## src/rtl/buf_replay_reader.sv

```systemverilog
// buf_replay_reader: replays a buffer's N stored words P times as a valid/ready stream.
// Optional feature macro BUF_REACHEND_CHECK_EN adds a sticky err flag checked against buf_reachend.
module buf_replay_reader #(
   parameter int unsigned DATA_WIDTH = 16,
   parameter int unsigned MAX_nDATA  = 1024,
   parameter int unsigned MAX_nPASS  = 256
) (
   input  logic                        clk,
   input  logic                        rst,
   input  logic                        clear,
   input  logic                        start,
   input  logic [$clog2(MAX_nDATA):0]  n_data,
   input  logic [$clog2(MAX_nPASS):0]  n_pass,
   input  logic                        buf_we,
   input  logic [DATA_WIDTH-1:0]       buf_data,
   input  logic                        buf_reachend,
   output logic                        buf_re,
   output logic [DATA_WIDTH-1:0]       out_data,
   output logic                        out_valid,
   input  logic                        out_ready,
   output logic                        out_first,
   output logic                        out_last,
   output logic                        busy,
   output logic                        done
`ifdef BUF_REACHEND_CHECK_EN
   ,
   output logic                        err
`endif
);

   localparam int unsigned ND_W = $clog2(MAX_nDATA) + 1;
   localparam int unsigned NP_W = $clog2(MAX_nPASS) + 1;
   localparam int unsigned EW   = DATA_WIDTH + 2;

   localparam logic [1:0] S_IDLE  = 2'd0;
   localparam logic [1:0] S_RUN   = 2'd1;
   localparam logic [1:0] S_DRAIN = 2'd2;
   localparam logic [1:0] S_DONE  = 2'd3;

   logic [1:0]      state_q, state_d;
   logic [ND_W-1:0] nd_q, nd_d, elem_q, elem_d;
   logic [NP_W-1:0] np_q, np_d, pass_q, pass_d;
   logic [1:0]      occ_q, occ_d;
   logic            infl_q, infl_d;
   logic [1:0]      tag_q, tag_d;
   logic [EW-1:0]   ent0_q, ent0_d, ent1_q, ent1_d;
   logic            done_q, done_d;

   logic            pop_c, re_c, last_elem_c, final_rd_c;
   logic [2:0]      fill_c;
   logic [EW-1:0]   new_c;

   // Read issue: never let skid entries plus the in-flight word exceed two.
   assign pop_c       = (occ_q != 2'd0) && out_ready;
   assign fill_c      = 3'(occ_q) + 3'(infl_q) - 3'(pop_c);
   assign re_c        = (state_q == S_RUN) && !buf_we && (fill_c < 3'd2);
   assign last_elem_c = (elem_q == nd_q - ND_W'(1));
   assign final_rd_c  = last_elem_c && (pass_q == np_q - NP_W'(1));
   assign new_c       = {buf_data, tag_q};

   always_comb begin
      state_d = state_q;
      nd_d    = nd_q;
      np_d    = np_q;
      elem_d  = elem_q;
      pass_d  = pass_q;
      occ_d   = occ_q;
      infl_d  = re_c;
      tag_d   = tag_q;
      ent0_d  = ent0_q;
      ent1_d  = ent1_q;
      done_d  = 1'b0;

      case (state_q)
         S_IDLE: begin
            if (start) begin
               nd_d    = n_data;
               np_d    = n_pass;
               elem_d  = '0;
               pass_d  = '0;
               state_d = ((n_data == '0) || (n_pass == '0)) ? S_DONE : S_RUN;
            end
         end
         S_RUN: begin
            if (re_c) begin
               if (last_elem_c) begin
                  elem_d = '0;
                  pass_d = pass_q + NP_W'(1);
               end else begin
                  elem_d = elem_q + ND_W'(1);
               end
               if (final_rd_c) state_d = S_DRAIN;
            end
         end
         S_DRAIN: begin
            if ((occ_q == 2'd0) && !infl_q && !pop_c) state_d = S_DONE;
         end
         S_DONE: begin
            state_d = S_IDLE;
            done_d  = 1'b1;
         end
         default: state_d = S_IDLE;
      endcase

      // Tags travel with the read so they line up with buf_data next cycle.
      if (re_c) tag_d = {(elem_q == '0), final_rd_c};

      case ({infl_q, pop_c})
         2'b10: begin
            if (occ_q == 2'd0) ent0_d = new_c;
            else               ent1_d = new_c;
            occ_d = occ_q + 2'd1;
         end
         2'b01: begin
            ent0_d = ent1_q;
            occ_d  = occ_q - 2'd1;
         end
         2'b11: begin
            if (occ_q == 2'd1) begin
               ent0_d = new_c;
            end else begin
               ent0_d = ent1_q;
               ent1_d = new_c;
            end
         end
         default: ;
      endcase

      if (clear) begin
         state_d = S_IDLE;
         elem_d  = '0;
         pass_d  = '0;
         occ_d   = 2'd0;
         infl_d  = 1'b0;
         tag_d   = 2'b00;
         ent0_d  = '0;
         ent1_d  = '0;
         done_d  = 1'b0;
      end
   end

   always_ff @(posedge clk) begin
      if (!rst) begin
         state_q <= S_IDLE;
         nd_q    <= '0;
         np_q    <= '0;
         elem_q  <= '0;
         pass_q  <= '0;
         occ_q   <= 2'd0;
         infl_q  <= 1'b0;
         tag_q   <= 2'b00;
         ent0_q  <= '0;
         ent1_q  <= '0;
         done_q  <= 1'b0;
      end else begin
         state_q <= state_d;
         nd_q    <= nd_d;
         np_q    <= np_d;
         elem_q  <= elem_d;
         pass_q  <= pass_d;
         occ_q   <= occ_d;
         infl_q  <= infl_d;
         tag_q   <= tag_d;
         ent0_q  <= ent0_d;
         ent1_q  <= ent1_d;
         done_q  <= done_d;
      end
   end

   assign buf_re    = re_c;
   assign out_valid = (occ_q != 2'd0);
   assign out_data  = ent0_q[EW-1:2];
   assign out_first = ent0_q[1];
   assign out_last  = ent0_q[0];
   assign busy      = (state_q == S_RUN) || (state_q == S_DRAIN);
   assign done      = done_q;

`ifdef BUF_REACHEND_CHECK_EN
   logic last_rd_q, last_rd_d, err_q, err_d;

   // The buffer's end flag arrives with the data, one cycle after the last-element read.
   always_comb begin
      last_rd_d = re_c && last_elem_c;
      err_d     = err_q | (infl_q && (last_rd_q != buf_reachend));
      if (clear) begin
         last_rd_d = 1'b0;
         err_d     = 1'b0;
      end
   end

   always_ff @(posedge clk) begin
      if (!rst) begin
         last_rd_q <= 1'b0;
         err_q     <= 1'b0;
      end else begin
         last_rd_q <= last_rd_d;
         err_q     <= err_d;
      end
   end

   assign err = err_q;
`else
   logic unused_reachend;
   assign unused_reachend = buf_reachend;
`endif

endmodule
```

## config.mk

```make
export PLATFORM = sky130hd
export DESIGN_NAME = buf_replay_reader
export DESIGN_NICKNAME = d
export VERILOG_FILES = /design/src/rtl/buf_replay_reader.sv
export SDC_FILE = /design/constraint.sdc
export NUM_CORES = 1
export LEC_CHECK = 0
export ABC_AREA = 1
export ABC_CLOCK_PERIOD_IN_PS = 7660
export CAP_MARGIN = 20
export CORE_ASPECT_RATIO = 2
export CORE_MARGIN = 1.5
export CORE_UTILIZATION = 30
export DETAILED_ROUTE_END_ITERATION = 6
export HOLD_SLACK_MARGIN = 0.15
export MAX_ROUTING_LAYER = met4
export PLACE_DENSITY_LB_ADDON = 0.12
export SLEW_MARGIN = 20
export SYNTH_ARGS = -nofsm -noshare
export SYNTH_HDL_FRONTEND = slang
export SYNTH_SLANG_ARGS = --single-unit
```

## constraint.sdc

```tcl
create_clock -name clk -period 7.66 [get_ports clk]
set_input_delay 1.532 -clock clk [delete_from_list [all_inputs] [get_ports clk]]
set_output_delay 1.532 -clock clk [all_outputs]
set_load 0.1 [all_outputs]
```

==> summary.txt, run 1 <==
Worst-path fanout max - 5
Skew-Pair Late Insertion Delay - 0.34 ns
Final-report hold violation count - 0
Pwr/cell area - 193 nW/um2
Cells along the critical path - clkdlybuf4s50_1 -> nand2_1 -> inv_1 -> ha_1 -> nor2_1 -> inv_1 -> fa_1 -> nand2_1 -> nor2_1 -> nand2_1 -> inv_1 -> clkdlybuf4s50_1
Cells after synthesis - 681
Initial cell density of the core - 0.304
CTS tree - built
Final nets - 797
Worst r2r path cells - 18
Worst Clk Skew - 0.0126 ns
Ys flop type - dfxtp_1
CP startpoint kind - input port
Status - complete, no violations
Placed cell areas - 5450 um2
Antenna fix cells - 0
Largest family of logic cells by synthesized area - simple AND/OR/NAND/NOR gates
Worst VDD drop - 0.100 mV
H-tree depth reported by CTS - 3
Num CTS Buffers - 9
Die Ht - 179 um
CP endpoint - buf_re
R2R Setup Slk - 3.92 ns
Yosys cell types - 33
First-pass iteration count of the detailed router - 4
Detail Route Antenna Nets - 0
Total grt overflow - 0
Setup TNS - 0 ns
Via Count - 4412
Seq cells post-synth - 84
First-pass GRT wire length - 19.6 mm
All-layer global routing usage - 0.155
Critical path's top delay family - buffers and inverters
WL/cell - 12.4 um
Die width - 90.8 um
Clk pin slew, worst setup/hold paths - 0.07 ns
WP buf/inv - 5
Largest net degree at the start of global routing - 49
IO Port Bufs - 63
Layout Area Growth over Synthesis - 24.0%
Synth Area in Compound Gates - 0.170
Die ar. - 16200 um2
Tcrit/Tclk final - 0.814
Setup Fix Bufs, Post-CTS - 0
Fmax - 160 MHz
# DRC - 0
Site Rows - 64
Critical-path top delay cell - clkdlybuf4s50_1
Initial drt markers - 120
Crit path time final - 6.24 ns
Vias per cell - 4.69
Syn Nets - 741
Antenna violations before repair - 0
Syn avg cell area - 6.79 um2
Endpoints failing setup - 0
Layout cells sized above 1 - 0.0593
Leakage - 2.43 nW
Worst Setup Path Type - in -> out
Slew Limit Headroom - 0.329
Hold Buf Count CTS - 0
Number of global-route vias before repair - 4251
Synth Area in Simple Gates - 0.254
Worst-case clock buffer depth - 2
Arr. time, crit path - 4.70 ns
Final HPWL DP - 8.81 mm
Max-slew violation count - 0
Cell Area, Synth - 4620 um2
RSZ-0062 raised after global routing - no
Core Area - 15200 um2
Post_cts resized - 0
RePlAce Congestion - 0.865
Hold crit path type - reg -> reg
Yosys warning total - 0
Slew @ Worst Pin - 1.00 ns
Synth Area in XOR/XNOR - 0.0436
Hold_sp - ent1_q[10]$_SDFFE_PP0P_
Design area - 5730 um2
CP startpoint - out_ready
Clock sink total - 84
Area share of fa/ha/maj cells after synthesis - 0.0476
Post-synthesis async set-or-reset flop share - 0
Post-synth EDFFs - 0
Reg2reg end - elem_q[6]$_SDFFE_PP0P_
Reg-to-reg startpoint - occ_q[1]$_SDFFE_PP0N_
WP data required - 6.13 ns
Register area share after synthesis - 0.364
Final wirelength - 11.6 mm
Crit end category - output pin
Peak per-stage delay on the critical path - 1.16 ns
Multiplexer share of the synthesized area - 0.00217
IO Pins - 65
Critical path depth - 12
Max cap viols - 0
Clock root buffer - clkbuf_16
cell type report:
cell class | instances | area (um2)
clock buffer | 10 | 229
clock inverter | 6 | 55.1
fill | 1669 | 9480
inverter | 119 | 447
multi-input combinational | 455 | 2400
sequential | 84 | 1680
tap | 198 | 248
timing repair buffer | 68 | 668
worst register-to-register path, cell delays in order, from the launching register on:
cell and delay (ns):
dfxtp_1 0.39, inv_1 0.10, ha_1 0.20, inv_1 0.15, nand2_1 0.13, inv_1 0.12
ha_1 0.27, nor2_1 0.12, inv_1 0.07, fa_1 0.48, nand2_1 0.05, nor2_1 0.10
nand2_1 0.11, a21oi_2 0.25, o21ai_2 0.17, inv_2 0.33, nand2_4 0.18, nand2_1 0.32
nor3_1 0.08
sequential cells by signal (all words and copies together) (netlist names):
| name | count |
|---|---|
| ent1_q | 18 |
| nd_q | 11 |
| elem_q | 11 |
| pass_q | 9 |
| done | 1 |
| tag_q | 2 |
| infl_q | 1 |
| ent0_q | 18 |
| np_q | 9 |
| occ_q | 2 |
| state_q | 2 |
cells by family (layout without fill, tap and decap cells):
family	Yosys count	after routing
AO/OA/AOI/OAI	138	138
XOR/XNOR	23	23
adder cells (fa/ha/maj)	17	17
buffers and inverters	142	203
flip-flops	84	84
multiplexers	1	1
AND/OR/NAND/NOR	276	276
worst min path at each step:
| stage | endpoint | slack [ns] | cells past startpoint |
|---|---|---|---|
| finish | ent1_q[10]$_SDFFE_PP0P_ | 0.45 | 2 |
| global route | ent1_q[0]$_SDFFE_PP0P_ | 0.48 | 2 |
| CTS | ent1_q[10]$_SDFFE_PP0P_ | 0.46 | 2 |
| detailed placement | ent1_q[10]$_SDFFE_PP0P_ | 0.44 | 2 |
| global placement | ent1_q[15]$_SDFFE_PP0P_ | 0.44 | 2 |
| floorplan | ent1_q[10]$_SDFFE_PP0P_ | 0.43 | 2 |
metal layers:
layer / global-route usage / wire length (um) / vias up
li1: - / - / 2292
met5: - / 0 / -
met1: 0.156 / 4730 / 2017
met2: 0.289 / 6160 / 87
met3: 0.0196 / 367 / 16
met4: 0.0807 / 368 / 0
per-stage QoR:
step            util  hold slack [ns]  std cells  total power, mW  worst slack [ns]
6_report       0.377            0.454        940             1.10              1.42
2_1_floorplan      -            0.430        681            0.628              2.64
5_1_grt        0.377            0.485        940             1.17              1.22
4_1_cts        0.377            0.456        940             1.13              1.39
3_5_place_dp   0.358            0.445        924            0.691              1.42
3_3_place_gp   0.358            0.440        924            0.688              1.42
synth_stat cells, types with 2 or more instances:
cell type | instances | area, um2
inv_1 | 115 | 432
nand2_1 | 113 | 424
nor2_1 | 94 | 353
dfxtp_1 | 84 | 1680
o21ai_0 | 63 | 315
a21oi_1 | 46 | 230
nand3_1 | 35 | 175
clkbuf_1 | 20 | 75.1
o221ai_1 | 18 | 158
ha_1 | 16 | 200
xor2_1 | 12 | 105
xnor2_1 | 11 | 96.3
nor3_1 | 8 | 40.0
nand4_1 | 6 | 37.5
nor2_2 | 5 | 31.3
nor4_1 | 5 | 31.3
o21ai_1 | 5 | 25.0
nand2_2 | 4 | 25.0
inv_2 | 3 | 11.3
o21ai_2 | 3 | 26.3
buf_4 | 2 | 15.0
nand3_2 | 2 | 20.0
power breakdown:
group | switching (mW) | leakage [nW] | internal [mW]
clock | 0.199 | 0.140 | 0.227
sequential | 0.0132 | 0.682 | 0.451
combinational | 0.137 | 1.61 | 0.0764
total | 0.349 | 2.43 | 0.755
cells in the final DEF (no fill, tap or decap), types with 2 or more instances in the layout:
master,instances
nor2_1,93
ha_1,16
nand2_2,4
clkdlybuf4s50_1,63
dfxtp_1,84
nand3_1,35
inv_6,3
buf_4,5
a21oi_1,46
xor2_1,12
clkbuf_16,9
nand2_1,113
nor4_1,5
o21ai_2,5
nor2_2,6
nand4_1,6
nor3_1,8
xnor2_1,11
o221ai_1,18
inv_1,115
o21ai_1,3
nand3_2,2
clkinv_4,2
o21ai_0,63
inv_2,3
(Power assumes the default switching activity.)
==> inputs of run 2 (changes only) <==
Settings changed: ABC_CLOCK_PERIOD_IN_PS 7660 to 6200.
Clock period 7.66 ns to 6.2 ns, I/O delays scaled along.
==> summary.txt, run 2 (same netlist as run 1, synthesis figures left out) <==
Setup TNS - 0 ns
RSZ-0062 raised after global routing - no
Final nets - 797
WL/cell - 12.1 um
Layout Cells excl Fill - 940
Storage cell area - 1680 um2
Initial drt markers - 108
CP startpoint - out_ready
Reg-to-reg startpoint - occ_q[1]$_SDFFE_PP0N_
Hold_sp - ent1_q[0]$_SDFFE_PP0P_
Hold Buf Count CTS - 0
Slew @ Worst Pin - 1.00 ns
# fillers - 1627
Antenna violations before repair - 0
First-pass iteration count of the detailed router - 4
Footprint of the multi-input gates - 2400 um2
Antenna fix cells - 0
Leakage - 2.44 nW
Pre-CTS WS - 1.36 ns
Core Area - 15200 um2
Status - complete, no violations
RePlAce Congestion - 0.850
All-layer global routing usage - 0.152
Largest net degree at the start of global routing - 37
Slew Limit Headroom - 0.328
Pwr/cell area - 239 nW/um2
Internal power - 0.943 mW
Hold crit path type - reg -> reg
Max-slew violation count - 0
H-tree depth reported by CTS - 3
Clock root buffer - clkbuf_16
Worst-path fanout max - 5
Arr. time, crit path - 3.60 ns
Die ar. - 16200 um2
# DRC - 0
Dpl cells - 924
Comb pwr share - 0.192
WP data required - 4.96 ns
Skew-Pair Late Insertion Delay - 0.34 ns
Max cap viols - 0
Worst VDD drop - 0.110 mV
Post_cts resized - 0
First-pass GRT wire length - 19.2 mm
CTS tree - built
Site Rows - 64
Final HPWL DP - 8.77 mm
Commonest non-fill, non-tap cells in the layout - inv_1, nand2_1, nor2_1
Die Ht - 179 um
Worst Clk Skew - 0.00823 ns
Fmax - 207 MHz
Number of global-route vias before repair - 4263
Tcrit/Tclk final - 0.781
IO Port Bufs - 63
Final-report hold violation count - 0
Clock sink total - 84
Worst Setup Path Type - in -> out
Total grt overflow - 0
IO Pins - 65
CP startpoint kind - input port
Largest registers - ent0_q x18, ent1_q x18
Commonest non-fill, non-tap cell in the layout - inv_1
Sw Ratio - 0.312
Layout Area Growth over Synthesis - 24.1%
Layout cells sized above 1 - 0.0620
Num CTS Buffers - 9
Sequential fraction of design power - 0.419
Setup Fix Bufs, Post-CTS - 0
Vias per cell - 4.69
R2R Setup Slk - 2.51 ns
Part of the power in the clock network - 0.389
Crit end category - output pin
Via Count - 4409
Setup ws final - 1.36 ns
Worst-case clock buffer depth - 2
Net switching power - 0.427 mW
Endpoints failing setup - 0
Initial cell density of the core - 0.304
Crit path time final - 4.84 ns
Detail Route Antenna Nets - 0
Clk pin slew, worst setup/hold paths - 0.07 ns
Die width - 90.8 um
Final wirelength - 11.3 mm
==> run 2: cell types whose count changed in the layout (fill, tap and decap cells not counted), sizes merged <==
cell	change
clkinv	+1
inv	-1
buf	+1
clkdlybuf4s50	-1
==> run 2: critical path, cell delays in order <==
cell and delay [ns]:
clkdlybuf4s50_1 0.46, nand2_1 0.09, inv_1 0.12, ha_1 0.27, nor2_1 0.11, inv_1 0.07
fa_1 0.48, nand2_1 0.05, nor2_1 0.11, nand2_1 0.14, inv_1 0.16, buf_4 0.31
==> run 2: worst paths after layout <==
path	endpoint	cells past startpoint
worst max-delay path	buf_re	12
worst min-delay path	ent1_q[0]$_SDFFE_PP0P_	2
worst max register to register	elem_q[6]$_SDFFE_PP0P_	18
worst min register to register	ent1_q[0]$_SDFFE_PP0P_	2
==> run 2: cell type report <==
class                      count  share of cell area
sequential                    84               0.293
clock buffer                  10              0.0416
inverter                     119              0.0778
tap                          198              0.0432
multi-input combinational    455               0.419
timing repair buffer          68               0.116
clock inverter                 6             0.00959
==> run 2: per-stage QoR <==
step	power (mW)	hold WS, ns	cell area (um2)	util
floorplan	0.776	0.430	4620	-
global placement	0.849	0.439	5440	0.358
detailed placement	0.853	0.444	5440	0.358
CTS	1.40	0.455	5740	0.377
global route	1.45	0.481	5740	0.377
finish	1.37	0.453	5740	0.377
==> run 2: metal layers <==
| metal | global-route usage | routed length (um) | vias up |
|---|---|---|---|
| li1 | - | - | 2296 |
| met3 | 0.0217 | 318 | 25 |
| met4 | 0.0840 | 392 | 0 |
| met5 | - | 0 | - |
| met2 | 0.284 | 5970 | 85 |
| met1 | 0.148 | 4650 | 2003 |
==> run 2: power by group through the flow <==
stage	sequential [mW]	clock [mW]	combinational [mW]
floorplan	0.592	0	0.184
global placement	0.586	0	0.263
CTS	0.575	0.554	0.267
detailed placement	0.587	0	0.266
finish	0.574	0.532	0.262
global route	0.577	0.573	0.299
